`src/rtl/rwm_reader_if.sv`:
```
// Reader-side bundle: controller handshake, memory read port and byte stream to the consumer.
// The master modport is the reader; the slave modport is its environment.
interface rwm_reader_if #(
    parameter int unsigned ADDR_W = 16
);
    logic              RD_enable;
    logic              pause;
    logic              mem_rd_en;
    logic [ADDR_W-1:0] mem_addr;
    logic [7:0]        mem_rdata;
    logic [7:0]        Dout;
    logic              RWM_valid;
    logic              RD_done;

    modport master (
        input  RD_enable, pause, mem_rdata,
        output mem_rd_en, mem_addr, Dout, RWM_valid, RD_done
    );

    modport slave (
        output RD_enable, pause, mem_rdata,
        input  mem_rd_en, mem_addr, Dout, RWM_valid, RD_done
    );
endinterface

```
`src/rtl/rwm_reader.sv`:
```
// Streams one frame of bytes from a 1-cycle-latency memory to a pausable consumer,
// using an output register plus a skid register so reads never overrun the store.
module rwm_reader #(
    parameter int unsigned ADDR_W      = 16,
    parameter int unsigned BASE_ADDR   = 0,
    parameter int unsigned FRAME_BYTES = 1024
) (
    input  logic         clk,
    input  logic         rst_n,
    rwm_reader_if.master bus
);
    localparam int unsigned       CNT_W = ADDR_W + 1;
    localparam logic [ADDR_W-1:0] BASE  = ADDR_W'(BASE_ADDR);
    localparam logic [CNT_W-1:0]  LAST  = CNT_W'(FRAME_BYTES - 1);

    typedef enum logic [1:0] {S_IDLE, S_RUN, S_DRAIN, S_DONE} state_t;

    state_t            r_state;
    state_t            w_state_nxt;
    logic [CNT_W-1:0]  r_issue_idx;
    logic [CNT_W-1:0]  r_sent_idx;
    logic [ADDR_W-1:0] r_mem_addr;
    logic              r_inflight;
    logic [7:0]        r_dout;
    logic              r_valid;
    logic [7:0]        r_skid;
    logic              r_skid_vld;
    logic              r_rd_done;

    logic              w_transfer;
    logic [2:0]        w_occ;
    logic              w_issue;
    logic              w_last_issue;
    logic              w_last_xfer;
    logic              w_start;

    // State register
    always_ff @(posedge clk or negedge rst_n) begin
        if (!rst_n) r_state <= S_IDLE;
        else        r_state <= w_state_nxt;
    end

    // Next-state logic; RD_enable low aborts from any active state
    always_comb begin
        w_state_nxt = r_state;
        case (r_state)
            S_IDLE:  if (bus.RD_enable) w_state_nxt = S_RUN;
            S_RUN:   if (!bus.RD_enable) w_state_nxt = S_IDLE;
                     else if (w_last_issue) w_state_nxt = S_DRAIN;
            S_DRAIN: if (!bus.RD_enable) w_state_nxt = S_IDLE;
                     else if (w_last_xfer) w_state_nxt = S_DONE;
            S_DONE:  if (!bus.RD_enable) w_state_nxt = S_IDLE;
            default: w_state_nxt = S_IDLE;
        endcase
    end

    // Issue a read only if the store cannot overflow once it lands
    always_comb begin
        w_transfer   = 1'b0;
        w_occ        = 3'd0;
        w_issue      = 1'b0;
        w_last_issue = 1'b0;
        w_last_xfer  = 1'b0;
        w_start      = 1'b0;
        w_transfer   = r_valid & ~bus.pause;
        w_occ        = 3'(r_valid) + 3'(r_skid_vld) + 3'(r_inflight) - 3'(w_transfer);
        w_issue      = (r_state == S_RUN) && (w_occ < 3'd2);
        w_last_issue = w_issue && (r_issue_idx == LAST);
        w_last_xfer  = w_transfer && (r_sent_idx == LAST);
        w_start      = (r_state == S_IDLE) && bus.RD_enable;
    end

    always_ff @(posedge clk or negedge rst_n) begin
        if (!rst_n) begin
            r_issue_idx <= '0;
            r_sent_idx  <= '0;
            r_mem_addr  <= BASE;
        end else if (w_start) begin
            r_issue_idx <= '0;
            r_sent_idx  <= '0;
            r_mem_addr  <= BASE;
        end else begin
            if (w_issue) begin
                r_issue_idx <= r_issue_idx + CNT_W'(1);
                r_mem_addr  <= r_mem_addr + ADDR_W'(1);
            end
            if (w_transfer) r_sent_idx <= r_sent_idx + CNT_W'(1);
        end
    end

    // Returning data fills the output register first, the skid register only while held
    always_ff @(posedge clk or negedge rst_n) begin
        if (!rst_n) begin
            r_inflight <= 1'b0;
            r_dout     <= 8'h00;
            r_valid    <= 1'b0;
            r_skid     <= 8'h00;
            r_skid_vld <= 1'b0;
        end else if (w_state_nxt == S_IDLE) begin
            r_inflight <= 1'b0;
            r_valid    <= 1'b0;
            r_skid_vld <= 1'b0;
        end else begin
            r_inflight <= w_issue;
            if (!r_valid || w_transfer) begin
                if (r_skid_vld) begin
                    r_dout     <= r_skid;
                    r_valid    <= 1'b1;
                    r_skid_vld <= r_inflight;
                    if (r_inflight) r_skid <= bus.mem_rdata;
                end else begin
                    r_valid <= r_inflight;
                    if (r_inflight) r_dout <= bus.mem_rdata;
                end
            end else if (r_inflight) begin
                r_skid     <= bus.mem_rdata;
                r_skid_vld <= 1'b1;
            end
        end
    end

    always_ff @(posedge clk or negedge rst_n) begin
        if (!rst_n) r_rd_done <= 1'b0;
        else        r_rd_done <= (w_state_nxt == S_DONE);
    end

    assign bus.mem_rd_en = w_issue;
    assign bus.mem_addr  = r_mem_addr;
    assign bus.Dout      = r_dout;
    assign bus.RWM_valid = r_valid;
    assign bus.RD_done   = r_rd_done;
endmodule

```
`src/flat_wrapper.sv`:
```
// flat-port wrapper written by rule: the top's interface ports become plain ports
module rwm_reader_flat 
#(
    parameter int unsigned ADDR_W      = 16,
    parameter int unsigned BASE_ADDR   = 0,
    parameter int unsigned FRAME_BYTES = 1024
)
  (clk, rst_n, bus_RD_enable, bus_pause, bus_mem_rdata, bus_mem_rd_en, bus_mem_addr, bus_Dout, bus_RWM_valid, bus_RD_done);
  rwm_reader_if #(.ADDR_W(ADDR_W)) bus_i ();
  input  logic clk;
  input  logic rst_n;
  input wire logic [$bits(bus_i.RD_enable)-1:0] bus_RD_enable;
  input wire logic [$bits(bus_i.pause)-1:0] bus_pause;
  input wire logic [$bits(bus_i.mem_rdata)-1:0] bus_mem_rdata;
  output wire logic [$bits(bus_i.mem_rd_en)-1:0] bus_mem_rd_en;
  output wire logic [$bits(bus_i.mem_addr)-1:0] bus_mem_addr;
  output wire logic [$bits(bus_i.Dout)-1:0] bus_Dout;
  output wire logic [$bits(bus_i.RWM_valid)-1:0] bus_RWM_valid;
  output wire logic [$bits(bus_i.RD_done)-1:0] bus_RD_done;
  assign bus_i.RD_enable = bus_RD_enable;
  assign bus_i.pause = bus_pause;
  assign bus_i.mem_rdata = bus_mem_rdata;
  assign bus_mem_rd_en = bus_i.mem_rd_en;
  assign bus_mem_addr = bus_i.mem_addr;
  assign bus_Dout = bus_i.Dout;
  assign bus_RWM_valid = bus_i.RWM_valid;
  assign bus_RD_done = bus_i.RD_done;
  rwm_reader #(.ADDR_W(ADDR_W), .BASE_ADDR(BASE_ADDR), .FRAME_BYTES(FRAME_BYTES)) u_core (.clk(clk), .rst_n(rst_n), .bus(bus_i));
endmodule
```
`config.mk`:
```
export PLATFORM = sky130hd
export DESIGN_NAME = rwm_reader_flat
export DESIGN_NICKNAME = d
export VERILOG_FILES = /design/src/rtl/rwm_reader_if.sv /design/src/rtl/rwm_reader.sv /design/src/flat_wrapper.sv
export SDC_FILE = /design/constraint.sdc
export NUM_CORES = 1
export LEC_CHECK = 0
export CAP_MARGIN = 20
export CORE_ASPECT_RATIO = 2
export CORE_MARGIN = 8
export CORE_UTILIZATION = 50
export DETAILED_ROUTE_END_ITERATION = 6
export GPL_ROUTABILITY_DRIVEN = 0
export GPL_TIMING_DRIVEN = 0
export PLACE_DENSITY = 0.71
export RECOVER_POWER = 100
export SYNTH_ARGS = -nofsm -noshare
export SYNTH_HDL_FRONTEND = slang
export SYNTH_SLANG_ARGS = --single-unit
```
`constraint.sdc`:
```
create_clock -name clk -period 9.7 [get_ports clk]
set_clock_uncertainty 0.1 [all_clocks]
set_input_delay 1.94 -clock clk [delete_from_list [all_inputs] [get_ports clk]]
set_output_delay 1.94 -clock clk [all_outputs]
set_load 0.01 [all_outputs]
```
### Yosys cells after proc, flatten, opt, wreduce, memory -nomap -nowiden

Index checks and enable logic that the tools add are counted.

* logic and storage cells: 68
* register bits: 72
* output and inout port bits: 27

* equality and inequality tests: 7
* reductions and logical operators: 15
* muxes and demuxes: 26
* add/sub/neg operators: 6
* order comparisons: 1
* bitwise logic cells: 3

Operators with widths (count)
* $mux 17: 4
* $mux 8: 5
* $add 17x1->17 const B: 2
* $eq 17x10->1 const B: 2
* $mux 16: 2
* $add 16x1->16 const B: 1
* $mux 2: 6
* $mux 1: 8
* $pmux 2 s4: 1
* $reduce_bool 2->1: 4
* $eq 2x2->1 const B: 3
* $logic_and 1x1->1: 4
* $logic_not 2->1: 2
* $add 3x1->3: 1
* $lt 3x2->1 const B: 1
* $reduce_and 3->1: 1
* $reduce_bool 3->1: 1
* $sub 3x1->3: 1
* $add 1x1->2: 1
* $eq 2x1->1 const B: 1
* $ne 2x1->1 const B: 1
* $not 1->1: 2
* $reduce_and 2->1: 1
* $and 1x1->1: 1
* other kinds (2): 2

### Logic depth before layout (Yosys ltp)

Gate-level depths: netlist of run 1.

* depth in word-level cells: 12
* depth in mapped cells: 11

### Worst setup path after synthesis of run 1

OpenSTA, ideal clock, no wires.

* kind: input to output
* from: input port bus_pause
* to: output port bus_mem_rd_en
* slack: 3.924 ns
* path buffers: 2
* required time: 7.660 ns
* stages on the path: 9
* arrival time: 3.736 ns
* path through: nor2b_1 clkbuf_1 ha_1 nand2b_1 fa_1 and3b_1 buf_2 nand2_1 inv_1

* cells in the longest elaborated chain, start to end: 5

Ends and longest elaborated chain
* start: declaration: RTL line flat_wrapper.sv:13 `input wire logic [$bits(bus_i.pause)-1:0] bus_pause;`
* $not 1->1: RTL line rwm_reader.sv:65 `w_transfer = r_valid & ~bus.pause;`
* $and 1x1->1: RTL line rwm_reader.sv:65
* $sub 3x1->3: RTL line rwm_reader.sv:66 `w_occ = 3'(r_valid) + 3'(r_skid_vld) + 3'(r_inflight) - 3'(w_transfer);`
* $lt 3x2->1: RTL line rwm_reader.sv:67 `w_issue = (r_state == S_RUN) && (w_occ < 3'd2);`
* $logic_and 1x1->1: RTL line rwm_reader.sv:67
* end: declaration: RTL line flat_wrapper.sv:15 `output wire logic [$bits(bus_i.mem_rd_en)-1:0] bus_mem_rd_en;`

No other way between the ends.

### Final worst setup path of run 1

Ends and elaborated chain as after synthesis.

==> results of run 1 <==
[worst reg2reg max path: cells and delay by family (launching register included)]
family | cells | cell delay, ns
simple gates | 5 | 1.43
fa+ha+maj | 2 | 0.77
flops | 1 | 0.49
buf+inv | 2 | 0.48
compound gates | 1 | 0.16
[cell families after synthesis]
logic type,count (synthesis),synth area share
DFF,72,0.507
and+or+nand+nor,148,0.226
xor gates and xnor gates,22,0.0563
adders and majority gates,6,0.0232
muxes,17,0.0507
buffers and inverters,22,0.0257
AOI/OAI and AO/OA,68,0.111
[sequential cells by signal (all words and copies together), names as in the netlist]
name                  count
u_core.r_skid             8
u_core.r_sent_idx        17
u_core.bus.RWM_valid      1
u_core.bus.RD_done        1
u_core.r_inflight         1
u_core.r_skid_vld         1
u_core.bus.mem_addr      16
u_core.r_state            2
u_core.bus.Dout           8
u_core.r_issue_idx       17
[per-stage QoR]
step	worst slack, ns	util	power [mW]	cell area (um2)	hold slack, ns
5_1_grt	2.07	0.618	0.795	4290	0.395
3_3_place_gp	2.61	0.582	0.451	4040	0.365
6_report	2.30	0.618	0.762	4290	0.370
2_1_floorplan	3.92	-	0.400	3550	0.380
3_5_place_dp	2.60	0.581	0.455	4040	0.370
4_1_cts	2.55	0.623	0.776	4320	0.382
[cells in the final DEF, fill, tap and decap left out, types with 9 or more instances in the layout]
cell type / instances
sky130_fd_sc_hd__dfrtp_1: 72
sky130_fd_sc_hd__nand2_1: 35
sky130_fd_sc_hd__nor2_1: 28
sky130_fd_sc_hd__dlygate4sd3_1: 28
sky130_fd_sc_hd__o21ai_0: 25
sky130_fd_sc_hd__a21oi_1: 23
sky130_fd_sc_hd__nand3_1: 17
sky130_fd_sc_hd__nand4_1: 15
sky130_fd_sc_hd__clkbuf_1: 13
sky130_fd_sc_hd__or3_1: 13
sky130_fd_sc_hd__xnor2_1: 11
sky130_fd_sc_hd__or4_1: 11
sky130_fd_sc_hd__xor2_1: 10
sky130_fd_sc_hd__inv_1: 9
sky130_fd_sc_hd__mux2i_1: 9
sky130_fd_sc_hd__clkbuf_16: 9
[where the power goes]
part / internal [mW] / switching (mW) / leakage [nW]
clock network: 0.196 / 0.124 / 0.145
registers: 0.327 / 0.0207 / 0.977
logic: 0.0436 / 0.0502 / 0.711
[final timing paths]
| kind | from | endpoint | slack [ns] | depth (start not counted) |
|---|---|---|---|---|
| worst max-delay path | bus_pause | bus_mem_rd_en | 2.30 | 11 |
| worst max register to register | u_core.bus.RWM_valid | u_core.r_issue_idx[8] | 6.17 | 10 |
| worst min register to register | u_core.bus.Dout[7] | u_core.bus.Dout[7] | 0.37 | 2 |
| min in group asynchronous | rst_n | u_core.bus.mem_addr[12] | 2.80 | 1 |
| worst min-delay path | u_core.bus.Dout[7] | u_core.bus.Dout[7] | 0.37 | 2 |
| max in group asynchronous | rst_n | u_core.r_sent_idx[16] | 4.55 | 1 |
[per-layer routing]
metal | up-vias | share of wire | global-route usage
met5 | - | 0 | 0
met4 | 0 | 0.024 | 0.0851
met3 | 14 | 0.032 | 0.0415
met2 | 46 | 0.55 | 0.298
met1 | 1412 | 0.40 | 0.177
li1 | 1389 | - | -
[area by class of cell]
cell class,count,share of cell area
buffer,13,0.0114
timing repair buffer,37,0.0849
clock buffer,9,0.0525
tap,90,0.0263
multi-input combinational,261,0.382
inverter,9,0.00788
sequential,72,0.420
clock inverter,7,0.0146
==> insert_results.sql, run 1 <==
INSERT INTO impl_metrics (metric_group, metric, value, unit) VALUES
('sta', 'finalHoldViolCount', '0', ''),
('synth', 'synth_area', '3550', 'um2'),
('clocking', 'post_cts.resized_instances', '0', ''),
('layout', 'drive_gt1_frac', '0.0686', ''),
('worst_setup_path', 'critical_path_buf_inv_count', '5', ''),
('synth', 'synth_fp_nets', '373', ''),
('grt', 'grt_start_max_net_pins', '73', ''),
('clocking', 'post_cts.repair.setup_buffers', '0', ''),
('power', 'p_leak', '1.83', 'nW'),
('worst_setup_path', 'path_cells', 'dlygate4sd3_1, nor2b_1, clkbuf_1, ha_1, nand2b_1, fa_1, and3b_1, clkbuf_1, nand2_1, inv_1, dlygate4sd3_1', ''),
('run', 'reported_max_cap_violation_count', '1', ''),
('floorplan', 'core_region_area', '6940', 'um2'),
('power', 'max-vdd-ir-drop', '139', 'uV'),
('sta', 'worstMarginPinSlew', '3.80', 'ns'),
('synth', 'post_synth_num_cell_types', '44', ''),
('place', 'detailed_place_hpwl', '5380', 'um'),
('worst_setup_path', 'crit_required', '7.66', 'ns'),
('route', 'via_count', '2861', ''),
('sta', 'finalMaxSlewViolations', '73', ''),
('floorplan', 'floorplan.die.width', '75.6', 'um'),
('layout', 'finalNonFillerCells', '498', ''),
('layout', 'num-nets-final', '421', ''),
('synth', 'synthDominantCellAreaShare', '0.507', ''),
('clocking', 'cts.sinks', '72', ''),
('worst_setup_path', 'worstPathMaxFanout', '9', ''),
('worst_setup_path', 'critPathCaptureType', 'output port', ''),
('sta', 'maximum_operating_frequency', '135', 'MHz'),
('worst_setup_path', 'master_of_the_slowest_instance_on_the_critical_path', 'sky130_fd_sc_hd__dlygate4sd3_1', ''),
('worst_hold_path', 'hold_path.class', 'reg2reg', ''),
('worst_setup_path', 'slowest_delay', '0.63', 'ns'),
('clocking', 'cts_max_level', '3', ''),
('synth', 'synth-seq-cells', '72', ''),
('power', 'pwr_density', '178', 'nW/um2'),
('place', 'dp.cells', '482', ''),
('clocking', 'tritoncts_clock_tree', 'built', ''),
('floorplan', 'num_rows', '43', ''),
('worst_setup_path', 'timing.setup.critical_path_class', 'in2out', ''),
('status', 'status', 'complete, but fails checks', ''),
('synth', 'synth_commonest_cells', '72 x sky130_fd_sc_hd__dfrtp_1, 35 x sky130_fd_sc_hd__nand2_1, 28 x sky130_fd_sc_hd__nor2_1', ''),
('floorplan', 'num_ports', '39', ''),
('layout', 'filler_cell_count_in_the_final_layout', '579', ''),
('floorplan', 'initial_core_util', '0.512', ''),
('clocking', 'cts_hold_buffers', '0', ''),
('grt', 'grt_pass1_wl', '13300', 'um'),
('route', 'drc', '0', ''),
('grt', 'antenna_violations_before_repair', '0', ''),
('worst_setup_path', 'cpLargestDelayFamily', 'buffers and inverters', ''),
('worst_setup_path', 'worst-endpoint-arrival', '5.36', 'ns'),
('route', 'totalWireLength', '7620', 'um'),
('synth', 'asyncSetResetFlopFracSynth', '1.00', ''),
('sta', 'setup_repair_after_global_routing_missed_its_margin', 'false', ''),
('route', 'post_drt_via_cell_ratio', '5.74', ''),
('grt', 'all_layer_global_routing_usage', '0.170', ''),
('synth', 'yosysMostFrequentCell', 'sky130_fd_sc_hd__dfrtp_1', ''),
('sta', 'finalCritPeriodShare', '0.763', ''),
('layout', 'multi_input_gate_area', '1640', 'um2'),
('layout', 'seqCellArea', '1800', 'um2'),
('synth', 'post_synth_inst_count', '355', ''),
('route', 'wire_per_inst', '15.3', 'um'),
('clocking', 'clock_tree.buffer_depth', '2', ''),
('sta', 'fin_setup_tns', '0', 'ns'),
('status', 'violations', 'max-capacitance violations, max-slew violations', ''),
('route', 'first_iter_violations', '133', ''),
('floorplan', 'die-area', '10200', 'um2'),
('grt', 'first_global_vias', '2930', ''),
('synth', 'synth_edf_count', '0', ''),
('synth', 'postSynth.topFlopCell', 'sky130_fd_sc_hd__dfrtp_1', ''),
('synth', 'avgSynthCellArea', '10.0', 'um2'),
('synth', 'synth_top_cells_by_area', 'sky130_fd_sc_hd__dfrtp_1 51%, sky130_fd_sc_hd__nand2_1 3.7%, sky130_fd_sc_hd__o21ai_0 3.5%, sky130_fd_sc_hd__a21oi_1 3.2%, sky130_fd_sc_hd__nor2_1 3.0%', ''),
('worst_setup_path', 'timing.critical_path.from_type', 'primary input', ''),
('layout', 'syn_to_final_growth', '20.6', '%');
Note: power is estimated with default switching activity, not from simulation.
==> run 2, diff against run 1 <==
--- a/config.mk
+++ b/config.mk
@@ -12,7 +12,7 @@
 export DETAILED_ROUTE_END_ITERATION = 6
 export GPL_ROUTABILITY_DRIVEN = 0
 export GPL_TIMING_DRIVEN = 0
-export PLACE_DENSITY = 0.71
+export PLACE_DENSITY = 0.74
 export RECOVER_POWER = 100
 export SYNTH_ARGS = -nofsm -noshare
 export SYNTH_HDL_FRONTEND = slang
==> constraint.sdc (replaced) <==
create_clock -name clk -period 6.7 [get_ports clk]
set_clock_uncertainty 0.1 [all_clocks]
set_input_delay 1.34 -clock clk [delete_from_list [all_inputs] [get_ports clk]]
set_output_delay 1.34 -clock clk [all_outputs]
set_load 0.01 [all_outputs]
==> run 2 against run 1 <==
The run still ends with max-capacitance violations, max-slew violations left. Final cell count did not move. Global-route usage rose by 0.12 points. Register-to-register slack got worse by 3.0 ns. First-iteration DRC count rose by 3.0%. Critical path depth did not move. Die area did not move. Critical endpoint unchanged. Largest cell class unchanged.
==> insert_results.sql, run 2 (synthesis gave the netlist of run 1 again) <==
INSERT INTO impl_metrics (metric_group, metric, value, unit) VALUES
('status', 'status', 'complete, but fails checks', ''),
('status', 'violations', 'max-capacitance violations, max-slew violations', ''),
('place', 'detailed_place_hpwl', '5530', 'um'),
('layout', 'syn_to_final_growth', '21.6', '%'),
('grt', 'all_layer_global_routing_usage', '0.171', ''),
('sta', 'relSlewSlack', '-1.46', ''),
('clocking', 'root_buffer', 'sky130_fd_sc_hd__clkbuf_16', ''),
('sta', 'final-setup-viol-count', '0', ''),
('worst_hold_path', 'hold_path.class', 'reg2reg', ''),
('grt', 'groute.layer.met3.usage', '0.0519', ''),
('place', 'dp_slack', '0.757', 'ns'),
('grt', 'met2_routing_resource_usage_after_global_routing', '0.291', ''),
('power', 'power.net_switching', '0.281', 'mW'),
('worst_setup_path', 'r2r_setup_slack', '3.18', 'ns'),
('route', 'via_count', '2853', ''),
('floorplan', 'die-area', '10200', 'um2'),
('power', 'power.share.clock', '0.431', ''),
('clocking', 'clkTransAtPathRegs', '0.06', 'ns'),
('route', 'first_iter_violations', '137', ''),
('power', 'max-vdd-ir-drop', '184', 'uV'),
('grt', 'grt_start_max_net_pins', '73', ''),
('layout', 'num-nets-final', '421', ''),
('route', 'wire_per_inst', '15.4', 'um'),
('layout', 'filler_cell_count_in_the_final_layout', '581', ''),
('sta', 'finalMaxSlewViolations', '73', ''),
('worst_setup_path', 'worst-endpoint-arrival', '4.67', 'ns'),
('grt', 'first_global_vias', '2899', ''),
('layout', 'finish.utilization', '0.623', ''),
('power', 'pwr_density', '260', 'nW/um2'),
('layout', 'drive_gt1_frac', '0.0735', ''),
('layout', 'insertedDiodeCount', '0', ''),
('grt', 'antenna_violations_before_repair', '0', ''),
('grt', 'grt.busiest_layer', 'met2', ''),
('sta', 'worstMarginPinSlew', '3.69', 'ns'),
('sta', 'whs', '0.382', 'ns'),
('sta', 'fin_setup_tns', '0', 'ns'),
('clocking', 'cts.sinks', '72', ''),
('route', 'post_drt_via_cell_ratio', '5.73', ''),
('sta', 'timing.final.ws_setup', '0.586', 'ns'),
('grt', 'grt_pass1_wl', '13400', 'um'),
('floorplan', 'num_ports', '39', ''),
('worst_hold_path', 'timing.hold.worst_path_depth', '2', ''),
('sta', 'finalHoldViolCount', '0', ''),
('route', 'final_antenna_net_count', '0', ''),
('worst_hold_path', 'hold_endpoint', 'u_core.bus.Dout[1]', ''),
('worst_setup_path', 'worstReg2RegStart', 'u_core.bus.RWM_valid', ''),
('power', 'power.share.switching', '0.250', ''),
('clocking', 'clock_tree.buffer_depth', '2', ''),
('worst_setup_path', 'timing.critical_path.from_type', 'primary input', ''),
('clocking', 'cts_max_level', '3', ''),
('power', 'seq_power_share', '0.448', ''),
('route', 'detailedRoute.firstPassIterationCount', '4', ''),
('grt', 'overflow', '0', ''),
('layout', 'final_common_cell', 'sky130_fd_sc_hd__dfrtp_1', ''),
('power', 'cell_internal_pwr', '0.844', 'mW'),
('run', 'reported_max_cap_violation_count', '1', ''),
('power', 'totalPowerFinal', '1.12', 'mW'),
('floorplan', 'num_rows', '43', ''),
('floorplan', 'floorplan.die.height', '135', 'um'),
('grt', 'groute.layer.met1.usage', '0.182', ''),
('clocking', 'post_cts.resized_instances', '0', ''),
('power', 'proportion_of_power_drawn_by_combinational_gates', '0.121', ''),
('route', 'drc', '0', ''),
('place', 'placement.io_buffers', '37', ''),
('clocking', 'cts_hold_buffers', '0', ''),
('sta', 'finalCritPeriodShare', '0.912', ''),
('worst_setup_path', 'worstPathMaxFanout', '9', ''),
('worst_setup_path', 'crit_required', '5.26', 'ns'),
('worst_setup_path', 'rr_endpoint', 'u_core.r_issue_idx[12]', ''),
('sta', 'setup_repair_after_global_routing_missed_its_margin', 'false', ''),
('sta', 'fin_crit', '6.11', 'ns'),
('floorplan', 'initial_core_util', '0.512', ''),
('sta', 'maximum_operating_frequency', '164', 'MHz'),
('floorplan', 'floorplan.die.width', '75.6', 'um'),
('worst_setup_path', 'ff2ff_path_depth', '10', ''),
('clocking', 'tritoncts_clock_tree', 'built', ''),
('worst_hold_path', 'worstHoldStart', 'u_core.bus.Dout[1]', ''),
('floorplan', 'core_region_area', '6940', 'um2'),
('clocking', 'insertion_delay', '0.33', 'ns'),
('route', 'totalWireLength', '7650', 'um'),
('layout', 'final_cell_mix', '72 x sky130_fd_sc_hd__dfrtp_1, 35 x sky130_fd_sc_hd__nand2_1, 28 x sky130_fd_sc_hd__nor2_1, 28 x sky130_fd_sc_hd__dlygate4sd3_1, 25 x sky130_fd_sc_hd__o21ai_0', ''),
('clocking', 'post_cts.repair.setup_buffers', '0', ''),
('worst_setup_path', 'critPathCaptureType', 'output port', ''),
('worst_setup_path', 'timing.setup.critical_path_class', 'in2out', ''),
('clocking', 'cts_inserted_buffers', '9', ''),
('power', 'p_leak', '1.85', 'nW');
[run 2: worst max-delay path by stage]
| stage | from | end | slack (ns) | cells past startpoint |
|---|---|---|---|---|
| CTS | bus_pause | bus_mem_rd_en | 0.74 | 11 |
| finish | bus_pause | bus_mem_rd_en | 0.59 | 11 |
| floorplan | bus_pause | bus_mem_rd_en | 2.12 | 9 |
| global route | bus_pause | bus_mem_rd_en | 0.41 | 10 |
| global placement | bus_pause | bus_mem_rd_en | 0.82 | 11 |
| detailed placement | bus_pause | bus_mem_rd_en | 0.76 | 10 |
[run 2: critical path, cell delays in order]
cell                            delay (ns)
sky130_fd_sc_hd__dlygate4sd3_1        0.64
sky130_fd_sc_hd__nor2b_1              0.14
sky130_fd_sc_hd__clkbuf_1             0.27
sky130_fd_sc_hd__ha_1                 0.29
sky130_fd_sc_hd__nand2b_1             0.15
sky130_fd_sc_hd__fa_1                 0.54
sky130_fd_sc_hd__and3b_1              0.18
sky130_fd_sc_hd__buf_2                0.20
sky130_fd_sc_hd__nand2_1              0.13
sky130_fd_sc_hd__inv_1                0.17
sky130_fd_sc_hd__dlygate4sd3_1        0.63
[run 2: final cells by class]
cell class,count,area [um2],share of cell area
Buffer,13,50.0,0.0116
Clock buffer,11,253,0.0585
Sequential cell,72,1800,0.417
Inverter,9,33.8,0.00782
Clock inverter,5,55.1,0.0127
Timing Repair Buffer,37,364,0.0843
Tap cell,90,113,0.0261
Multi-Input combinational cell,261,1650,0.382
[run 2: metal layers]
metal  vias to the layer above  share of wire  wire (um)
met5                         -              0          0
met4                         0          0.026        198
met3                        15          0.038        289
met2                        48           0.55       4230
met1                      1396           0.38       2930
li1                       1394              -          -
[run 2: power groups by stage]
stage | logic [mW] | registers [mW] | clock network (mW)
2_1_floorplan | 0.0652 | 0.514 | 0
3_3_place_gp | 0.143 | 0.511 | 0
3_5_place_dp | 0.147 | 0.512 | 0
4_1_cts | 0.148 | 0.505 | 0.494
5_1_grt | 0.155 | 0.509 | 0.513
6_report | 0.136 | 0.504 | 0.485
[run 2: per-stage QoR]
stage / area [um2] / instances
finish: 4320 / 498
detailed placement: 4040 / 482
global placement: 4040 / 482
CTS: 4340 / 498
floorplan: 3550 / 355
global route: 4320 / 498
==> run 3, diff against run 2 <==
--- a/config.mk
+++ b/config.mk
@@ -8,12 +8,12 @@
 export CAP_MARGIN = 20
 export CORE_ASPECT_RATIO = 2
 export CORE_MARGIN = 8
-export CORE_UTILIZATION = 50
+export CORE_UTILIZATION = 51
 export DETAILED_ROUTE_END_ITERATION = 6
 export GPL_ROUTABILITY_DRIVEN = 0
-export GPL_TIMING_DRIVEN = 0
-export PLACE_DENSITY = 0.74
+export PLACE_DENSITY = 0.75
 export RECOVER_POWER = 100
+export SLEW_MARGIN = 10
 export SYNTH_ARGS = -nofsm -noshare
 export SYNTH_HDL_FRONTEND = slang
 export SYNTH_SLANG_ARGS = --single-unit
==> run 3 against run 2 <==
The run still ends with max-capacitance violations, max-slew violations left. Combinational power barely moved. Total power is 0.49% lower. Die area down 1.6%. Final cell count down 1.8%. Critical endpoint unchanged. Highest routed layer unchanged.
==> insert_results.sql, run 3 (synthesis gave the netlist of run 1 again) <==
INSERT INTO impl_metrics (metric_group, metric, value, unit) VALUES
('route', 'post_drt_via_cell_ratio', '5.86', ''),
('sta', 'timing.final.ws_setup', '0.626', 'ns'),
('sta', 'finalCritPeriodShare', '0.907', ''),
('power', 'p_leak', '1.83', 'nW'),
('worst_setup_path', 'worstPathMaxFanout', '9', ''),
('sta', 'whs', '0.378', 'ns'),
('layout', 'insertedDiodeCount', '0', ''),
('grt', 'overflow', '0', ''),
('worst_hold_path', 'worstHoldStart', 'u_core.bus.Dout[5]', ''),
('sta', 'fin_crit', '6.07', 'ns'),
('power', 'max-vdd-ir-drop', '210', 'uV'),
('route', 'totalWireLength', '7600', 'um'),
('route', 'wire_per_inst', '15.5', 'um'),
('floorplan', 'floorplan.die.height', '134', 'um'),
('grt', 'first_global_vias', '2762', ''),
('sta', 'relSlewSlack', '-1.45', ''),
('clocking', 'tritoncts_clock_tree', 'built', ''),
('layout', 'final_common_cell', 'sky130_fd_sc_hd__dfrtp_1', ''),
('status', 'violations', 'max-capacitance violations, max-slew violations', ''),
('clocking', 'post_cts.resized_instances', '0', ''),
('place', 'detailed_place_hpwl', '5260', 'um'),
('clocking', 'cts_max_level', '3', ''),
('worst_setup_path', 'rr_endpoint', 'u_core.r_issue_idx[16]', ''),
('run', 'reported_max_cap_violation_count', '1', ''),
('route', 'first_iter_violations', '153', ''),
('worst_setup_path', 'ff2ff_path_depth', '8', ''),
('clocking', 'post_cts.repair.setup_buffers', '0', ''),
('layout', 'filler_cell_count_in_the_final_layout', '570', ''),
('floorplan', 'num_ports', '39', ''),
('route', 'via_count', '2864', ''),
('place', 'dp_slack', '0.826', 'ns'),
('clocking', 'cts.sinks', '72', ''),
('sta', 'fin_setup_tns', '0', 'ns'),
('clocking', 'cts_hold_buffers', '0', ''),
('grt', 'antenna_violations_before_repair', '0', ''),
('layout', 'final_cell_mix', '72 x sky130_fd_sc_hd__dfrtp_1, 35 x sky130_fd_sc_hd__nand2_1, 29 x sky130_fd_sc_hd__dlygate4sd3_1', ''),
('layout', 'syn_to_final_growth', '20.8', '%'),
('sta', 'setup_repair_after_global_routing_missed_its_margin', 'false', ''),
('clocking', 'root_buffer', 'sky130_fd_sc_hd__clkbuf_16', ''),
('grt', 'grt_start_max_net_pins', '73', ''),
('worst_hold_path', 'hold_endpoint', 'u_core.bus.Dout[5]', ''),
('clocking', 'insertion_delay', '0.33', 'ns'),
('grt', 'grt_pass1_wl', '13100', 'um'),
('floorplan', 'die-area', '10100', 'um2'),
('floorplan', 'initial_core_util', '0.520', ''),
('sta', 'maximum_operating_frequency', '165', 'MHz'),
('floorplan', 'floorplan.die.width', '75.0', 'um'),
('worst_setup_path', 'timing.setup.critical_path_class', 'in2out', ''),
('sta', 'finalMaxSlewViolations', '73', ''),
('power', 'totalPowerFinal', '1.12', 'mW'),
('route', 'detailedRoute.firstPassIterationCount', '4', ''),
('power', 'pwr_density', '261', 'nW/um2'),
('route', 'final_antenna_net_count', '0', ''),
('worst_setup_path', 'worstReg2RegStart', 'u_core.bus.RWM_valid', ''),
('sta', 'finalHoldViolCount', '0', ''),
('status', 'status', 'complete, but fails checks', ''),
('layout', 'finalNonFillerCells', '489', ''),
('clocking', 'clock_tree.buffer_depth', '2', ''),
('layout', 'num-nets-final', '412', ''),
('floorplan', 'core_region_area', '6830', 'um2'),
('worst_hold_path', 'timing.hold.worst_path_depth', '2', ''),
('worst_setup_path', 'crit_required', '5.26', 'ns'),
('worst_hold_path', 'hold_path.class', 'reg2reg', ''),
('worst_setup_path', 'critPathCaptureType', 'output port', ''),
('grt', 'all_layer_global_routing_usage', '0.166', ''),
('place', 'placement.io_buffers', '38', ''),
('route', 'drc', '0', ''),
('worst_setup_path', 'timing.critical_path.from_type', 'primary input', ''),
('sta', 'final-setup-viol-count', '0', ''),
('sta', 'worstMarginPinSlew', '3.67', 'ns'),
('place', 'dp.cells', '472', ''),
('floorplan', 'num_rows', '43', ''),
('worst_setup_path', 'r2r_setup_slack', '3.08', 'ns'),
('clocking', 'clkTransAtPathRegs', '0.06', 'ns'),
('clocking', 'cts_inserted_buffers', '9', ''),
('worst_setup_path', 'worst-endpoint-arrival', '4.63', 'ns'),
('layout', 'drive_gt1_frac', '0.0777', '');
run 3: cell count changes in the layout (fill, tap and decap cells not counted), sizes merged:
| cell | previous run | this run |
|---|---|---|
| dlygate4sd3 | 28 | 29 |
| clkbuf | 23 | 12 |
| inv | 9 | 10 |
| clkinvlp | 2 | 3 |
| clkinv | 2 | 1 |
run 3: through the flow:
| stage | utilization | cell area (um2) |
|---|---|---|
| floorplan | - | 3550 |
| global placement | 0.586 | 4000 |
| detailed placement | 0.586 | 4000 |
| CTS | 0.630 | 4310 |
| global route | 0.629 | 4300 |
| finish | 0.629 | 4300 |
run 3: critical path, cell delays in order:
cell and delay (ns):
sky130_fd_sc_hd__dlygate4sd3_1 0.62, sky130_fd_sc_hd__nor2b_1 0.39, sky130_fd_sc_hd__ha_1 0.31, sky130_fd_sc_hd__nand2b_1 0.15, sky130_fd_sc_hd__fa_1 0.55, sky130_fd_sc_hd__and3b_1 0.34
sky130_fd_sc_hd__nand2_1 0.17, sky130_fd_sc_hd__inv_1 0.15, sky130_fd_sc_hd__dlygate4sd3_1 0.62
run 3: layout make-up:
class | instances | area (um2) | area share
Clock inverter | 6 | 66.3 | 0.0154
Sequential cell | 72 | 1800 | 0.419
Inverter | 9 | 33.8 | 0.00786
Multi-Input combinational cell | 261 | 1650 | 0.385
Tap cell | 90 | 113 | 0.0262
Clock buffer | 10 | 239 | 0.0556
Timing Repair Buffer | 41 | 390 | 0.0909
run 3: metal layers:
layer / up-vias / routed length, um / GRT usage
met5: - / 0 / 0
met4: 0 / 160 / 0.0923
met3: 14 / 473 / 0.0553
met2: 73 / 3860 / 0.245
met1: 1406 / 3100 / 0.204
li1: 1371 / - / -
run 3: how the worst max path moves through the flow:
stage	start	end	slack (ns)
CTS	bus_pause	bus_mem_rd_en	0.81
floorplan	bus_pause	bus_mem_rd_en	2.12
global placement	bus_pause	bus_mem_rd_en	0.84
global route	bus_pause	bus_mem_rd_en	0.45
finish	bus_pause	bus_mem_rd_en	0.63
detailed placement	bus_pause	bus_mem_rd_en	0.83
run 3: report_power, final:
group | switching, mW | leakage, nW | total (mW) | internal, mW
clock | 0.181 | 0.141 | 0.480 | 0.299
sequential | 0.0303 | 0.977 | 0.503 | 0.473
combinational | 0.0723 | 0.716 | 0.137 | 0.0643
